## config.mk

```make
export PLATFORM = sky130hd
export DESIGN_NAME = hbm_multi_port_read_arbiter
export DESIGN_NICKNAME = d
export VERILOG_FILES = /design/src/rtl/hbm_multi_port_read_arbiter.sv
export SDC_FILE = /design/constraint.sdc
export NUM_CORES = 1
export LEC_CHECK = 0
export BUFFER_PORTS_ARGS = -buffer_cell sky130_fd_sc_hd__buf_2
export CAP_MARGIN = 20
export CORE_AREA = 4 4 561 563
export CTS_CLUSTER_SIZE = 10
export DETAILED_ROUTE_END_ITERATION = 6
export DIE_AREA = 0 0 565 567
export PLACE_DENSITY = 0.3
export SETUP_SLACK_MARGIN = 0.1
export SYNTH_ARGS = -nofsm -noshare
export SYNTH_HDL_FRONTEND = slang
export SYNTH_SLANG_ARGS = --single-unit
```

## constraint.sdc

```tcl
create_clock -name aclk -period 6.7 [get_ports aclk]
set_input_delay 1.34 -clock aclk [delete_from_list [all_inputs] [get_ports aclk]]
set_output_delay 1.34 -clock aclk [all_outputs]
set_load 0.005 [all_outputs]
```

## src/rtl/hbm_multi_port_read_arbiter.sv

```systemverilog
// Round-robin sharing of one HBM AXI4 read channel among several edge-read ports.
// Each granted request becomes one AR burst; an in-order tag FIFO steers R beats back to its owner.
module hbm_multi_port_read_arbiter #(
    parameter int C_NUM_PORTS        = 4,
    parameter int C_M_AXI_ADDR_WIDTH = 64,
    parameter int C_M_AXI_DATA_WIDTH = 512,
    parameter int C_BURST_LEN        = 1,
    parameter int C_MAX_OUTSTANDING  = 16
) (
    input  logic                                      aclk,
    input  logic                                      areset_n,
    input  logic [C_M_AXI_ADDR_WIDTH-1:0]             ctrl_addr_offset,
    input  logic [C_NUM_PORTS*C_M_AXI_ADDR_WIDTH-1:0] port_req_addr,
    input  logic [C_NUM_PORTS-1:0]                    port_req_valid,
    output logic [C_NUM_PORTS-1:0]                    port_req_ready,
    output logic [C_M_AXI_DATA_WIDTH-1:0]             port_resp_data,
    output logic [C_NUM_PORTS-1:0]                    port_resp_valid,
    output logic                                      port_resp_last,
    input  logic [C_NUM_PORTS-1:0]                    port_resp_ready,
    output logic                                      m_axi_arvalid,
    input  logic                                      m_axi_arready,
    output logic [C_M_AXI_ADDR_WIDTH-1:0]             m_axi_araddr,
    output logic [7:0]                                m_axi_arlen,
    input  logic                                      m_axi_rvalid,
    output logic                                      m_axi_rready,
    input  logic [C_M_AXI_DATA_WIDTH-1:0]             m_axi_rdata,
    input  logic                                      m_axi_rlast,
    output logic [$clog2(C_MAX_OUTSTANDING):0]        outstanding,
    output logic                                      idle,
    output logic                                      rresp_err
);

    localparam int PW  = $clog2(C_NUM_PORTS);
    localparam int TW  = $clog2(C_MAX_OUTSTANDING);
    localparam int OW  = TW + 1;
    localparam int LSB = $clog2(C_M_AXI_DATA_WIDTH / 8);
    localparam int AW  = C_M_AXI_ADDR_WIDTH;

    logic [PW-1:0] rr_ptr_r;
    logic          ar_valid_r;
    logic [AW-1:0] ar_addr_r;
    logic [OW-1:0] outstanding_r;
    logic [TW-1:0] wr_ptr_r;
    logic [TW-1:0] rd_ptr_r;
    logic          rresp_err_r;
    logic [PW-1:0] tag_mem_r [C_MAX_OUTSTANDING];

    logic          grant_en_s;
    logic          win_found_s;
    logic [PW-1:0] win_idx_s;
    logic          accept_s;
    logic [AW-1:0] addr_sum_s;
    logic [AW-1:0] ar_addr_next_s;
    logic          empty_s;
    logic [PW-1:0] head_s;
    logic          pop_s;

    // Port index reached by stepping off positions forward from base, wrapping at C_NUM_PORTS.
    function automatic logic [PW-1:0] wrap_idx(input logic [PW-1:0] base, input int off);
        int s;
        s = int'(base) + off;
        if (s >= C_NUM_PORTS) begin
            s = s - C_NUM_PORTS;
        end else begin
            s = s;
        end
        return PW'(s);
    endfunction

    // Full is judged on the registered count, so a same-cycle pop never frees a slot early.
    assign grant_en_s = areset_n && (!ar_valid_r || m_axi_arready) &&
                        (outstanding_r < OW'(C_MAX_OUTSTANDING));

    // Scan from the far end back toward rr so the last hit is the first valid port at/after rr.
    always_comb begin
        win_found_s = 1'b0;
        win_idx_s   = '0;
        for (int i = C_NUM_PORTS - 1; i >= 0; i--) begin
            if (port_req_valid[wrap_idx(rr_ptr_r, i)]) begin
                win_found_s = 1'b1;
                win_idx_s   = wrap_idx(rr_ptr_r, i);
            end else begin
                win_found_s = win_found_s;
            end
        end
    end

    assign accept_s       = grant_en_s && win_found_s;
    assign addr_sum_s     = ctrl_addr_offset + port_req_addr[int'(win_idx_s)*AW +: AW];
    assign ar_addr_next_s = {addr_sum_s[AW-1:LSB], {LSB{1'b0}}};

    // One-hot grant to the arbitration winner.
    always_comb begin
        port_req_ready = '0;
        if (accept_s) begin
            port_req_ready[win_idx_s] = 1'b1;
        end else begin
            port_req_ready = '0;
        end
    end

    assign empty_s = (outstanding_r == '0);
    assign head_s  = tag_mem_r[rd_ptr_r];

    // Steer the R channel to the port owning the oldest outstanding burst.
    always_comb begin
        port_resp_valid = '0;
        m_axi_rready    = 1'b0;
        if (!empty_s) begin
            port_resp_valid[head_s] = m_axi_rvalid;
            m_axi_rready            = port_resp_ready[head_s];
        end else begin
            m_axi_rready = 1'b0;
        end
    end

    assign pop_s = m_axi_rvalid && m_axi_rready && m_axi_rlast;

    // Control state: AR slot, round-robin pointer, FIFO pointers, in-flight count, error flag.
    always_ff @(posedge aclk) begin
        if (!areset_n) begin
            rr_ptr_r      <= '0;
            ar_valid_r    <= 1'b0;
            ar_addr_r     <= '0;
            outstanding_r <= '0;
            wr_ptr_r      <= '0;
            rd_ptr_r      <= '0;
            rresp_err_r   <= 1'b0;
        end else begin
            if (accept_s) begin
                ar_valid_r <= 1'b1;
                ar_addr_r  <= ar_addr_next_s;
                rr_ptr_r   <= wrap_idx(win_idx_s, 1);
                wr_ptr_r   <= wr_ptr_r + TW'(1);
            end else if (m_axi_arready) begin
                ar_valid_r <= 1'b0;
            end else begin
                ar_valid_r <= ar_valid_r;
            end
            if (pop_s) begin
                rd_ptr_r <= rd_ptr_r + TW'(1);
            end else begin
                rd_ptr_r <= rd_ptr_r;
            end
            case ({accept_s, pop_s})
                2'b10:   outstanding_r <= outstanding_r + OW'(1);
                2'b01:   outstanding_r <= outstanding_r - OW'(1);
                default: outstanding_r <= outstanding_r;
            endcase
            if (m_axi_rvalid && empty_s) begin
                rresp_err_r <= 1'b1;
            end else begin
                rresp_err_r <= rresp_err_r;
            end
        end
    end

    // Tag storage needs no reset; entries are only read behind a valid write.
    always_ff @(posedge aclk) begin
        if (accept_s) begin
            tag_mem_r[wr_ptr_r] <= win_idx_s;
        end
    end

    assign m_axi_arvalid  = ar_valid_r;
    assign m_axi_araddr   = ar_addr_r;
    assign m_axi_arlen    = 8'(C_BURST_LEN - 1);
    assign port_resp_data = m_axi_rdata;
    assign port_resp_last = m_axi_rlast;
    assign outstanding    = outstanding_r;
    assign idle           = empty_s && !ar_valid_r;
    assign rresp_err      = rresp_err_r;

endmodule

```

==> results of run 1 <==
[registers in the layout (all words and copies together), names as in the netlist, named ones only]
signal,count
m_axi_araddr,58
m_axi_arvalid,1
outstanding,5
rd_ptr_r,4
rr_ptr_r,2
rresp_err,1
tag_mem_r,32
wr_ptr_r,4
[layer usage]
metal,wire length (um),vias to the layer above,part of all wire
met2,116000,1385,0.51
met1,46000,6539,0.20
met3,61100,240,0.27
met4,4090,60,0.018
met5,678,-,0.0030
li1,-,6220,-
[Yosys cell counts, drive strengths merged, types with 3 or more instances]
cell type / n / share of area
a211o: 4 / 0.0024
a211oi: 9 / 0.0047
a21boi: 7 / 0.0036
a21o: 52 / 0.027
a21oi: 87 / 0.030
a221o: 3 / 0.0022
a31oi: 70 / 0.030
a32o: 5 / 0.0035
and2: 40 / 0.017
and3: 73 / 0.032
buf: 536 / 0.28
clkbuf: 80 / 0.021
dfxtp: 79 / 0.11
edfxtp: 32 / 0.067
ha: 81 / 0.070
inv: 30 / 0.0078
mux2i: 7 / 0.0049
mux4: 11 / 0.017
nand2: 366 / 0.095
nand2b: 5 / 0.0022
nand3: 37 / 0.013
nand4: 28 / 0.012
nor2: 66 / 0.017
nor2b: 8 / 0.0035
nor3: 20 / 0.0069
nor4: 6 / 0.0026
o211ai: 3 / 0.0016
o21a: 8 / 0.0042
o21ai: 92 / 0.032
o21bai: 23 / 0.012
o22ai: 3 / 0.0013
o311ai: 3 / 0.0018
o31ai: 7 / 0.0036
or3: 9 / 0.0039
or4: 6 / 0.0031
xnor2: 38 / 0.023
xor2: 16 / 0.0097
[final cells by class]
cell class              count  area [um2]
fillers                 36800      290000
multi-input cells        1236        7580
well taps                4120        5150
repair buffers            569        3410
flip-flops and latches    111        2540
clock buffers               9         225
inverters                  31         125
clock inverters             7        80.1
diodes                     21        52.6
[worst min-delay path by stage]
stage          slack [ns]               end              from
6_report             0.47  m_axi_araddr[42]  m_axi_araddr[42]
5_1_grt              0.50  m_axi_araddr[34]  m_axi_araddr[34]
4_1_cts              0.48  m_axi_araddr[42]  m_axi_araddr[42]
3_5_place_dp         0.46  m_axi_araddr[40]  m_axi_araddr[40]
3_3_place_gp         0.44  m_axi_araddr[44]  m_axi_araddr[44]
2_1_floorplan        0.45  m_axi_araddr[26]  m_axi_araddr[26]
[worst max-delay path, cell delays in order]
cell	delay (ns)
buf_2	0.15
nor2b_1	0.32
a221oi_4	0.15
nor2_4	0.15
buf_12	0.15
buf_12	0.22
nand2_1	0.17
and3_1	0.22
a31oi_2	0.31
buf_4	0.25
ha_1	0.32
a21oi_1	0.33
o21ai_0	0.19
a21oi_1	0.27
nor2_1	0.08
buf_4	0.15
nor4_1	0.24
o21ai_1	0.29
nand4b_1	0.25
a21oi_1	0.13
or4_1	0.42
a32o_1	0.27
[cell families (layout without fill, tap and decap cells)]
logic type / after synthesis / after routing / share of synthesized area
adder cells (fa/ha/maj): 82 / 82 / 0.0717
flip-flops: 111 / 111 / 0.176
other: 1 / 35 / 0.000260
multiplexers: 18 / 18 / 0.0220
AND/OR/NAND/NOR: 672 / 672 / 0.214
buffers and inverters: 647 / 616 / 0.307
XOR/XNOR: 54 / 54 / 0.0328
AO/OA/AOI/OAI: 396 / 396 / 0.176
[report_power, final]
group	switching, uW	internal [uW]
Sequential	81.2	808
Combinational	1710	1020
Clock	364	271
[metrics by stage]
stage	TNS [ns]	area, um2	power, uW	utilization
detailed placement	-3.22	18800	3720	0.0608
global route	0	19100	4570	0.0619
global placement	-3.88	18800	3730	0.0608
finish	0	19200	4250	0.0621
floorplan	0	14500	2370	-
CTS	0	19100	4410	0.0618
==> results.txt, run 1 <==
met1 Track Usage GR: 0.0778
post-DP HPWL: 216,000 um
synthesized flop and latch total: 111
postcts setup bufs: 0
hold depth: 2
Initial Utilization: 0.0467
via count of the first global-routing pass: 14,500
share of cells above drive strength 1: 0.315
pwr/cell area: 222 nW/um2
# port buffers: 408
First DRT Iteration DRCs: 820
VDD IR-drop max: 0.130 mV
P_leak: 0.00715 uW
CP Class: in2reg
Root Buffer Master: clkbuf_16
skew final: 0.0250 ns
Hold Fails Final Rpt: 0
status: completed
# DRC: 0
CP required: 7.02 ns
Yosys cell types: 74
Max clock buf depth: 2
async set-reset flop share out of synthesis: 0
hold_buf cts: 0
critical path data arrival time: 6.52 ns
synth warn: 0
Setup violations, final: 0
unrepaired setup endpoints after global routing: false
remaining antenna violation count after routing: 0
via count: 14,400
Hold Path Class: reg2reg
M3 GR Usage: 0.174
Final Cycle Share: 0.926
hold slack: 0.468 ns
Placement Rows: 204
minimum period implied by the final worst setup slack: 6.21 ns
Avg Inst Size Synth: 7.28 um2
commonest non-fill, non-tap cell in the layout: buf_2
Sink Count: 111
Synth Instances: 1,981
clk slew on worst S/H paths: 0.10 ns
largest net degree at the start of global routing: 60
Cell Area, Synth: 14,400 um2
Worst-Skew Late Latency: 0.42 ns
worst setup margin: 0.493 ns
fin cells: 6,104
I/O Pins: 1,447
total gr overflow: 0
Core ar.: 309,000 um2
routed len/inst: 37.4 um
CP max FO: 59
DP Cell Count: 6,067
area of the die: 320,000 um2
Routability Congestion: 0.961
predominant post-synthesis flop cell: dfxtp_1
Total Routing Usage GR: 0.136
worst slew pin tran: 0.748 ns
reg2reg setup slack: 0.98 ns
max_slew headroom: 0.499
post-DR vias/cell: 2.37
Critical Path Start: port_req_valid[2]
first-pass GRT wire length: 261,000 um
post-cts resize count: 1
EDFF count, synth: 32
Reg-to-Reg End: m_axi_araddr[61]
Fmax: 161 MHz
CTS tree: yes
most frequent cells in the layout: 408 x buf_2, 365 x nand2_1, 148 x buf_4
TritonCTS buffer count: 9
Die Span X: 565 um
post-synthesis sequential area ratio: 0.176
Max Slew Vio Count: 0
area grow syn2layout: 32.9%
initial antenna violation count: 94
reg2reg start: rr_ptr_r[0]
GR peak layer: met2
R2R cell count: 22
DR pass1 iterations: 5
met2 usage: 0.248
crit path capture: m_axi_araddr[61]
drt total wl: 228,000 um
CP endpoint kind: flip-flop
Post-Place Setup Slack: -0.475 ns
Die H: 567 um
maxcap violations: 0
nets@finish: 2,885
htree depth: 3
CP startpoint kind: input pin
Power figures use the tool's default switching activity.
==> inputs of run 2 (changes only) <==
--- a/config.mk
+++ b/config.mk
@@ -12,6 +12,7 @@
 export DETAILED_ROUTE_END_ITERATION = 6
 export DIE_AREA = 0 0 565 567
 export PLACE_DENSITY = 0.3
+export RECOVER_POWER = 50
 export SETUP_SLACK_MARGIN = 0.1
 export SYNTH_ARGS = -nofsm -noshare
 export SYNTH_HDL_FRONTEND = slang
==> run 2 against run 1 <==
The run now ends with max-capacitance violations, max-slew violations left; total power decreased by 0.58%; die area unchanged; clock skew shrank 0.00061 ns; largest cell class unchanged; fmax is 0.94% lower; register-to-register slack about the same; hold slack improved by 0.0041 ns; core utilization about the same; global-route usage did not move; first-iteration DRC count is 6.5% lower; design area is 0.47% lower; sequential power increased by 0.4%.
==> results.txt, run 2 (same netlist as run 1, synthesis figures left out) <==
worst setup margin: 0.434 ns
postcts setup bufs: 0
area grow syn2layout: 32.3%
TritonCTS buffer count: 9
# DRC: 0
I/O Pins: 1,447
max_slew headroom: -0.651
clk slew on worst S/H paths: 0.10 ns
hold path endpoint: m_axi_araddr[40]
Layout Utilization: 0.0618
Max clock buf depth: 2
Worst-Skew Late Latency: 0.42 ns
reg2reg setup slack: 0.99 ns
remaining antenna violation count after routing: 0
hold_sp: m_axi_araddr[40]
Total Routing Usage GR: 0.136
worst slew pin tran: 2.48 ns
share of cells above drive strength 1: 0.284
Reg-to-Reg End: m_axi_araddr[61]
total gr overflow: 0
met2 usage: 0.248
Die Span X: 565 um
hold slack: 0.472 ns
reg2reg start: rr_ptr_r[0]
R2R cell count: 22
commonest non-fill, non-tap cell in the layout: nand2_1
CP required: 7.01 ns
nets@finish: 2,885
CP endpoint kind: flip-flop
M3 GR Usage: 0.174
via count: 14,500
GR peak layer: met2
CP max FO: 59
first-pass GRT wire length: 261,000 um
P_leak: 0.00693 uW
DR pass1 iterations: 5
Hold Path Class: reg2reg
htree depth: 3
max FFs per register: 58
Sink Count: 111
critical path data arrival time: 6.58 ns
via count of the first global-routing pass: 14,500
status: finished with violations
Die H: 567 um
hold_buf cts: 0
most frequent cells in the layout: 365 x nand2_1, 351 x buf_2, 145 x buf_4
skew final: 0.0244 ns
drt total wl: 228,000 um
met1 Track Usage GR: 0.0778
post-cts resize count: 1
Initial Utilization: 0.0467
Root Buffer Master: clkbuf_16
Placement Rows: 204
Core ar.: 309,000 um2
initial antenna violation count: 94
pwr/cell area: 222 nW/um2
minimum period implied by the final worst setup slack: 6.27 ns
Setup violations, final: 0
VDD IR-drop max: 0.130 mV
Max Slew Vio Count: 39
unrepaired setup endpoints after global routing: false
First DRT Iteration DRCs: 767
Fmax: 160 MHz
Routability Congestion: 0.961
CP startpoint kind: input pin
Post-Place Setup Slack: -0.475 ns
routed len/inst: 37.4 um
# port buffers: 408
Final Cycle Share: 0.935
CP Class: in2reg
post-DP HPWL: 216,000 um
post-DR vias/cell: 2.38
CTS tree: yes
maxcap violations: 1
Hold Fails Final Rpt: 0
failing checks: max-capacitance violations, max-slew violations
largest net degree at the start of global routing: 60
fin area: 19,100 um2
Placed Instance Area: 18,800 um2
hold depth: 2
area of the die: 320,000 um2
run 2: worst max-delay path, cell delays in order:
cell,delay (ns)
buf_2,0.15
nor2b_1,0.32
a221oi_4,0.14
nor2_1,0.21
buf_12,0.18
buf_12,0.22
nand2_1,0.17
and3_1,0.22
a31oi_2,0.31
buf_4,0.25
ha_1,0.32
a21oi_1,0.33
o21ai_0,0.19
a21oi_1,0.25
nor2_1,0.08
buf_4,0.14
nor4_1,0.24
o21ai_1,0.30
nand4b_1,0.25
a21oi_1,0.12
or4_1,0.42
a32o_1,0.27
run 2: metal layers:
| metal | up-vias | share of wire |
|---|---|---|
| li1 | 6218 | - |
| met1 | 6579 | 0.20 |
| met2 | 1410 | 0.51 |
| met3 | 252 | 0.27 |
| met4 | 62 | 0.018 |
| met5 | - | 0.0032 |
run 2: worst max path at each step:
| stage | from | to | slack, ns | cells past startpoint |
|---|---|---|---|---|
| 3_5_place_dp | port_req_valid[2] | m_axi_araddr[61] | -0.47 | 23 |
| 2_1_floorplan | port_req_valid[2] | m_axi_araddr[46] | 1.13 | 21 |
| 6_report | port_req_valid[2] | m_axi_araddr[61] | 0.43 | 22 |
| 4_1_cts | port_req_valid[2] | m_axi_araddr[63] | 0.17 | 25 |
| 3_3_place_gp | port_req_valid[2] | m_axi_araddr[61] | -0.47 | 24 |
| 5_1_grt | port_req_valid[1] | m_axi_araddr[54] | 0.14 | 23 |
run 2: area by class of cell:
type | instances | area [um2]
Inverter | 31 | 125
Sequential cell | 111 | 2540
Clock buffer | 9 | 225
Multi-Input combinational cell | 1236 | 7570
Tap cell | 4120 | 5150
Clock inverter | 7 | 80.1
Timing Repair Buffer | 569 | 3330
Fill cell | 36800 | 290000
Antenna cell | 21 | 52.6
run 2: through the flow:
step	power (uW)	TNS, ns	cells
2_1_floorplan	2370	0	1994
6_report	4230	0	6104
3_3_place_gp	3730	-3.88	6066
4_1_cts	4410	0	6083
5_1_grt	4550	0	6087
3_5_place_dp	3720	-3.22	6067
run 2: power by group:
part           internal [uW]  switching [uW]
Clock                    271             362
Combinational            996            1710
Sequential               808            84.5
Total                   2070            2150
